==> config.mk <==
export PLATFORM = sky130hd
export DESIGN_NAME = haar_addr_gen
export DESIGN_NICKNAME = d
export VERILOG_FILES = /design/src/rtl/haar_pkg.sv /design/src/rtl/haar_point_addr.sv /design/src/rtl/haar_addr_gen.sv
export SDC_FILE = /design/constraint.sdc
export NUM_CORES = 1
export LEC_CHECK = 0
export ABC_CLOCK_PERIOD_IN_PS = 19700
export BUFFER_PORTS_ARGS = -buffer_cell sky130_fd_sc_hd__buf_4
export CAP_MARGIN = 20
export CORE_MARGIN = 3
export CORE_UTILIZATION = 37
export DETAILED_ROUTE_END_ITERATION = 12
export PLACE_DENSITY_LB_ADDON = 0.15
export SYNTH_ARGS = -nofsm -noshare
export SYNTH_HDL_FRONTEND = slang
export SYNTH_HIERARCHICAL = 1
export SYNTH_SLANG_ARGS = --single-unit
==> constraint.sdc <==
create_clock -name clk_i -period 19.7 [get_ports clk_i]
set_input_delay 0.985 -clock clk_i [delete_from_list [all_inputs] [get_ports clk_i]]
set_output_delay 0.985 -clock clk_i [all_outputs]
set_load 0.02 [all_outputs]
==> src/rtl/haar_pkg.sv <==
// Shared types and constants for the Haar feature address generator.
package haar_pkg;

  localparam int HAAR_COORD_W  = 5;
  localparam int HAAR_WEIGHT_W = 4;

  // One rectangle of a feature descriptor; x sits in the LSBs.
  typedef struct packed {
    logic [HAAR_WEIGHT_W-1:0] weight;
    logic [HAAR_COORD_W-1:0]  h;
    logic [HAAR_COORD_W-1:0]  w;
    logic [HAAR_COORD_W-1:0]  y;
    logic [HAAR_COORD_W-1:0]  x;
  } rect_t;

  // Corner order within a rectangle: (x,y) (x+w,y) (x,y+h) (x+w,y+h).
  localparam logic [1:0] PT_A = 2'd0;
  localparam logic [1:0] PT_B = 2'd1;
  localparam logic [1:0] PT_C = 2'd2;
  localparam logic [1:0] PT_D = 2'd3;

  // Bit n is the accumulate sign of corner n: 1 = add, 0 = subtract.
  localparam logic [3:0] PT_SIGN = 4'b1001;

  typedef enum logic [1:0] {
    ST_IDLE = 2'd0,
    ST_LOAD = 2'd1,
    ST_EMIT = 2'd2
  } state_e;

  function automatic logic pt_sign(input logic [1:0] pt);
    return PT_SIGN[pt];
  endfunction

endpackage

==> src/rtl/haar_point_addr.sv <==
// Corner point -> integral-image word address: (win_y+py)*LINE_W + (win_x+px).
// Arithmetic runs at the natural full width and is truncated to ADDR_WIDTH.
module haar_point_addr #(
  parameter int ADDR_WIDTH  = 30,
  parameter int LINE_W      = 21,
  parameter int WIN_COORD_W = 10,
  parameter int PT_W        = 6
) (
  input  logic [WIN_COORD_W-1:0] win_x_i,
  input  logic [WIN_COORD_W-1:0] win_y_i,
  input  logic [PT_W-1:0]        px_i,
  input  logic [PT_W-1:0]        py_i,
  output logic [ADDR_WIDTH-1:0]  addr_o
);

  localparam int SUM_W  = ((WIN_COORD_W > PT_W) ? WIN_COORD_W : PT_W) + 1;
  localparam int NAT_W  = SUM_W + $clog2(LINE_W + 1) + 1;
  localparam int FULL_W = (NAT_W > ADDR_WIDTH) ? NAT_W : ADDR_WIDTH;

  logic [FULL_W-1:0] row, col, full;

  // Row/column sums, then one multiply-add by the line length.
  always_comb begin
    row  = FULL_W'(win_y_i) + FULL_W'(py_i);
    col  = FULL_W'(win_x_i) + FULL_W'(px_i);
    full = row * FULL_W'(LINE_W) + col;
  end

  assign addr_o = full[ADDR_WIDTH-1:0];

endmodule

==> src/rtl/haar_addr_gen.sv <==
// Haar feature address generator: one descriptor of up to RECT_MAX
// rectangles in, four tagged integral-image corner addresses per rectangle
// out, one per valid/ready handshake.
// Optional feature macro: HAAR_BOUNDS_CHECK_EN (reject rectangles that leave
// the scan window; err_o pulses and nothing is emitted).
module haar_addr_gen
  import haar_pkg::*;
#(
  parameter int ADDR_WIDTH  = 30,
  parameter int LINE_W      = 21,
  parameter int WIN_SIZE    = 20,
  parameter int COORD_W     = HAAR_COORD_W,
  parameter int WIN_COORD_W = 10,
  parameter int WEIGHT_W    = HAAR_WEIGHT_W,
  parameter int RECT_MAX    = 3,
  localparam int CNT_W      = $clog2(RECT_MAX + 1),
  localparam int IDX_W      = (RECT_MAX > 1) ? $clog2(RECT_MAX) : 1,
  localparam int RECT_W     = 4 * COORD_W + WEIGHT_W
) (
  input  logic                         clk_i,
  input  logic                         rst_ni,
  input  logic                         desc_val_i,
  output logic                         desc_rdy_o,
  input  logic [CNT_W-1:0]             desc_cnt_i,
  input  logic [RECT_MAX*RECT_W-1:0]   desc_rects_i,
  input  logic [WIN_COORD_W-1:0]       win_x_i,
  input  logic [WIN_COORD_W-1:0]       win_y_i,
  output logic [ADDR_WIDTH-1:0]        addr_o,
  output logic                         addr_val_o,
  input  logic                         addr_rdy_i,
  output logic                         addr_sign_o,
  output logic [WEIGHT_W-1:0]          addr_weight_o,
  output logic [IDX_W-1:0]             addr_rect_o,
  output logic [1:0]                   addr_pt_o,
  output logic                         addr_last_o,
  output logic                         err_o,
  output logic                         busy_o
);

  // A window wider than an image line would alias neighbouring rows.
  if (WIN_SIZE >= LINE_W) begin : g_bad_geom
    $error("haar_addr_gen: WIN_SIZE must be smaller than LINE_W");
  end

  state_e                   state_q, state_d;
  logic                     rdy_q;
  rect_t [RECT_MAX-1:0]     rects_q;
  logic [WIN_COORD_W-1:0]   wx_q, wy_q;
  logic [CNT_W-1:0]         cnt_q, cnt_sat;
  logic [IDX_W-1:0]         rect_q, rect_n;
  logic [1:0]               pt_q, pt_n;
  logic [ADDR_WIDTH-1:0]    addr_q, pt_addr;
  logic [COORD_W:0]         px, py;
  logic                     desc_hs, emit, last, adv, viol, err;

  assign desc_hs = desc_val_i & rdy_q;
  assign emit    = (state_q == ST_EMIT);
  assign cnt_sat = (int'(cnt_q) > RECT_MAX) ? CNT_W'(RECT_MAX) : cnt_q;
  assign last    = (pt_q == PT_D) && (int'(rect_q) == int'(cnt_q) - 1);

`ifdef HAAR_BOUNDS_CHECK_EN
  // Flag any used rectangle whose far edge passes the window edge.
  always_comb begin
    viol = 1'b0;
    for (int i = 0; i < RECT_MAX; i++) begin
      if (i < int'(cnt_sat) &&
          ((int'(rects_q[i].x) + int'(rects_q[i].w) > WIN_SIZE) ||
           (int'(rects_q[i].y) + int'(rects_q[i].h) > WIN_SIZE)))
        viol = 1'b1;
    end
  end
`else
  assign viol = 1'b0;
`endif

  // Next-state and corner-walk control.
  always_comb begin
    state_d = state_q;
    rect_n  = rect_q;
    pt_n    = pt_q;
    adv     = 1'b0;
    err     = 1'b0;
    case (state_q)
      ST_IDLE: if (desc_hs) state_d = ST_LOAD;
      ST_LOAD: begin
        rect_n = '0;
        pt_n   = PT_A;
        if (cnt_sat == '0) begin
          state_d = ST_IDLE;
        end else if (viol) begin
          err     = 1'b1;
          state_d = ST_IDLE;
        end else begin
          adv     = 1'b1;
          state_d = ST_EMIT;
        end
      end
      ST_EMIT: if (addr_rdy_i) begin
        if (last) begin
          state_d = ST_IDLE;
        end else begin
          adv = 1'b1;
          if (pt_q == PT_D) begin
            pt_n   = PT_A;
            rect_n = rect_q + IDX_W'(1);
          end else begin
            pt_n = pt_q + 2'd1;
          end
        end
      end
      default: state_d = ST_IDLE;
    endcase
  end

  // Corner mux: pick the point for the address about to be registered.
  always_comb begin
    px = {1'b0, rects_q[rect_n].x} + (pt_n[0] ? {1'b0, rects_q[rect_n].w} : '0);
    py = {1'b0, rects_q[rect_n].y} + (pt_n[1] ? {1'b0, rects_q[rect_n].h} : '0);
  end

  haar_point_addr #(
    .ADDR_WIDTH  (ADDR_WIDTH),
    .LINE_W      (LINE_W),
    .WIN_COORD_W (WIN_COORD_W),
    .PT_W        (COORD_W + 1)
  ) u_pt_addr (
    .win_x_i (wx_q),
    .win_y_i (wy_q),
    .px_i    (px),
    .py_i    (py),
    .addr_o  (pt_addr)
  );

  // State, descriptor capture and registered address/index.
  always_ff @(posedge clk_i or negedge rst_ni) begin
    if (!rst_ni) begin
      state_q <= ST_IDLE;
      rdy_q   <= 1'b0;
      rects_q <= '0;
      wx_q    <= '0;
      wy_q    <= '0;
      cnt_q   <= '0;
      rect_q  <= '0;
      pt_q    <= PT_A;
      addr_q  <= '0;
    end else begin
      state_q <= state_d;
      rdy_q   <= (state_d == ST_IDLE);
      if (desc_hs) begin
        rects_q <= desc_rects_i;
        wx_q    <= win_x_i;
        wy_q    <= win_y_i;
        cnt_q   <= desc_cnt_i;
      end else if (state_q == ST_LOAD) begin
        cnt_q <= cnt_sat;
      end
      if (adv) begin
        rect_q <= rect_n;
        pt_q   <= pt_n;
        addr_q <= pt_addr;
      end
    end
  end

  assign desc_rdy_o    = rdy_q;
  assign busy_o        = (state_q != ST_IDLE);
  assign err_o         = err;
  assign addr_val_o    = emit;
  assign addr_o        = emit ? addr_q : '0;
  assign addr_sign_o   = emit & pt_sign(pt_q);
  assign addr_weight_o = emit ? rects_q[rect_q].weight : '0;
  assign addr_rect_o   = emit ? rect_q : '0;
  assign addr_pt_o     = emit ? pt_q : '0;
  assign addr_last_o   = emit & last;

endmodule

==> results.yml <==
global_route:
  grt_max_degree: 74
  grt_pass1_wl_mm: 30.0
  overflow: 0
  grt_antenna_before_repair: 0
  grt_pass1_vias: 5643
  grt.total_usage_pct: 15.3
clocking:
  clock_sinks: 131
  cts_tree: "done"
  cts_max_path_buffers: 2
  cts_root_buf: "clkbuf_16"
  cts_buffers: 17
  cts_resized: 0
  cts.clk_slew.worst_paths_ps: 60
  clock_latency_ps: 420
  cts_htree_levels: 4
  ctsHoldBuffers: 0
  cts_setup_buffers: 0
setup_path:
  crit_required_ps: 20010
  r2r-end: "addr_q[13]$_DFFE_PN0P_"
  cp.arrival_ps: 9060
  r2r_start: "state_q[0]$_DFF_PN0_"
  worstPathMaxFanout: 40
  cp_slowest_cell: "nor2b_1"
  setup.worst_path.start_class: "flip-flop"
  r2r_setup_slack_ps: 10950
  critical_path_class: "reg2reg"
  cpMostUsedCell: "ha_1"
  cpPeakStageDelay_ps: 740
  endpoint_kind: "flip-flop"
  rr_worst_depth: 33
floorplan:
  io_pins: 142
  die-width_um: 157
  die_y_um: 157
  initial_core_util_pct: 38.2
  fp-row-count: 54
  core_mm2: 0.0222
  die-area_mm2: 0.0247
detailed_routing:
  wl_per_cell_um: 15.9
  ant_nets: 0
  post-route-drc-count: 0
  via_per_inst: 4.86
  drt_iter0_drc: 213
  dr_total_vias: 5611
  drt-pass1-iter-count: 4
  wl_mm: 18.4
yosys:
  ys_warn_count: 6
  yosysSeqAreaShare_pct: 38.7
  syn_area_mm2: 0.00847
  synth_edf_count: 0
  ys.flop_type: "dfrtp_1"
  synth_cells: 727
  ys_ff_latch: 131
  avgSynthCellArea_um2: 11.6
  async_reset_ff_share_pct: 100
  ys_types: 63
placement:
  numPortBuffers: 140
  placed_area_mm2: 0.00971
  place.gp.congestion: 0.814
  dpl.hpwl_mm: 13.9
cells_and_area:
  fill_cells: 2092
  finalNetCount: 1060
  area_delta_synth_final_pct: 22.1
  finalInstanceArea_mm2: 0.0103
  drive_gt1_share_pct: 35.8
  antenna_cells: 0
sta:
  timing.setup.tns_ps: 0
  rsz0062_at_grt: "false"
  finClkSkew_ps: 12.2
  drv_slew: 0
  worstMarginPinSlew_ps: 938
  finalSetupViolCount: 0
  min_period_ps: 8750
  fin_crit_sh_pct: 44.4
  hold_viol: 0
  fmax_ghz: 0.114
  relSlewSlack_pct: 37.5
min_path:
  min_from: "addr_q[10]$_DFFE_PN0P_"
  hold_class: "reg2reg"
  min_delay_worst_endpoint: "addr_q[10]$_DFFE_PN0P_"
  holdPathStages: 1
run:
  maxCapViolCount: 0
status:
  outcome: "finished, final reports clean"
-- registers in the layout, summed over array words and instances, names as in the netlist --
register,count
rects_q,72
pt_q,2
desc_rdy_o,1
wx_q,10
wy_q,10
rect_q,2
cnt_q,2
state_q,2
addr_q,30
-- worst max-delay path: cells and delay by family, from the launching register on --
family                     cells  cell delay, ps
DFF                            1             420
buffers and inverters          5             880
adders and majority gates      9            3050
muxes                          1             260
and+or+nand+nor                3            1150
AOI/OAI and AO/OA             12            2270
xor gates and xnor gates       3             590
-- worst max-delay path by stage --
stage                     slack [ps]  cells past startpoint                      to                 start
after floorplan                12210                     31  addr_q[13]$_DFFE_PN0P_  state_q[0]$_DFF_PN0_
after detailed placement       10870                     31  addr_q[13]$_DFFE_PN0P_  state_q[0]$_DFF_PN0_
after CTS                      10860                     31  addr_q[13]$_DFFE_PN0P_  state_q[0]$_DFF_PN0_
after global routing           10190                     33  addr_q[13]$_DFFE_PN0P_  state_q[0]$_DFF_PN0_
final                          10950                     33  addr_q[13]$_DFFE_PN0P_  state_q[0]$_DFF_PN0_
after global placement         11130                     31  addr_q[13]$_DFFE_PN0P_  state_q[0]$_DFF_PN0_
-- logic make-up (layout without fill, tap and decap cells) --
family	Yosys count	in the layout	share of synthesized area, %
AO/OA/AOI/OAI	99	99	8.25
XOR/XNOR	29	29	3.22
adder cells (fa/ha/maj)	101	101	17.0
buffers and inverters	95	230	5.22
flip-flops	131	131	38.7
multiplexers	149	149	19.5
other	2	14	0.0887
AND/OR/NAND/NOR	121	121	8.07
-- area by class of cell --
| type | instances | area [µm²] | area share, % |
|---|---|---|---|
| clock buffer | 18 | 439 | 4.25 |
| clock inverter | 14 | 165 | 1.60 |
| inverter | 54 | 203 | 1.96 |
| multi-input combinational | 513 | 4810 | 46.5 |
| sequential | 131 | 3280 | 31.7 |
| tap | 280 | 350 | 3.39 |
| timing repair buffer | 144 | 1100 | 10.6 |
-- through the flow --
stage,std cells,utilization (%),hold WS (ps),setup WS (ps)
floorplan,739,-,471,12210
global placement,1121,43.8,479,11130
detailed placement,1121,43.8,487,10870
CTS,1153,46.6,501,10860
global route,1154,46.7,511,10190
finish,1154,46.7,495,10950
-- cell usage in the layout, fill, tap and decap left out, types with 3 or more instances in the layout --
| cell type | instances |
|---|---|
| dfrtp_1 | 131 |
| o2bb2ai_1 | 15 |
| buf_4 | 142 |
| nand2b_1 | 3 |
| o21ai_0 | 12 |
| mux2_2 | 125 |
| clkbuf_16 | 17 |
| xnor2_1 | 16 |
| nand2_1 | 17 |
| o211ai_1 | 4 |
| and3_1 | 4 |
| inv_1 | 53 |
| ha_1 | 78 |
| conb_1 | 14 |
| inv_6 | 6 |
| fa_1 | 23 |
| nor2_1 | 25 |
| o22ai_1 | 7 |
| mux2i_1 | 24 |
| o21a_1 | 3 |
| nor2b_1 | 10 |
| xor2_1 | 12 |
| a21o_1 | 10 |
| a21oi_1 | 27 |
| and2_1 | 34 |
| nand3_1 | 6 |
-- cells in the mapped netlist, types with 2 or more instances --
| cell type | n | area share, % |
|---|---|---|
| a211o_1 | 2 | 0.21 |
| a211oi_1 | 2 | 0.18 |
| a21o_1 | 10 | 0.89 |
| a21oi_1 | 27 | 1.6 |
| a22o_1 | 2 | 0.21 |
| a2bb2oi_1 | 2 | 0.21 |
| a31oi_1 | 2 | 0.15 |
| and2_1 | 34 | 2.5 |
| and3_1 | 4 | 0.30 |
| buf_1 | 4 | 0.18 |
| buf_2 | 2 | 0.12 |
| buf_4 | 18 | 1.6 |
| buf_6 | 2 | 0.27 |
| clkbuf_1 | 15 | 0.67 |
| conb_1 | 2 | 0.089 |
| dfrtp_1 | 131 | 39 |
| fa_1 | 23 | 5.4 |
| ha_1 | 78 | 12 |
| inv_1 | 53 | 2.3 |
| mux2_2 | 125 | 17 |
| mux2i_1 | 24 | 2.8 |
| nand2_1 | 18 | 0.80 |
| nand2b_1 | 3 | 0.22 |
| nand3_1 | 6 | 0.35 |
| nand3_2 | 2 | 0.24 |
| nor2_1 | 25 | 1.1 |
| nor2b_1 | 10 | 0.74 |
| nor3_1 | 2 | 0.12 |
| nor3b_1 | 2 | 0.18 |
| nor4_1 | 2 | 0.15 |
| o211ai_1 | 4 | 0.35 |
| o21a_1 | 3 | 0.27 |
| o21ai_0 | 12 | 0.71 |
| o22ai_1 | 7 | 0.52 |
| o2bb2ai_1 | 15 | 1.6 |
| xnor2_1 | 16 | 1.7 |
| xor2_1 | 12 | 1.2 |
-- layer usage --
metal / up-vias / GRT usage, % / part of all wire (%)
li1: 2791 / - / -
met1: 2690 / 21.9 / 49
met2: 114 / 22.8 / 44
met3: 16 / 4.34 / 5.6
met4: 0 / 4.30 / 1.2
met5: - / 0 / 0
Power is left out: the tool's default activity adds up to more than one toggle a clock period on the data nets, which glitch-free logic cannot reach.
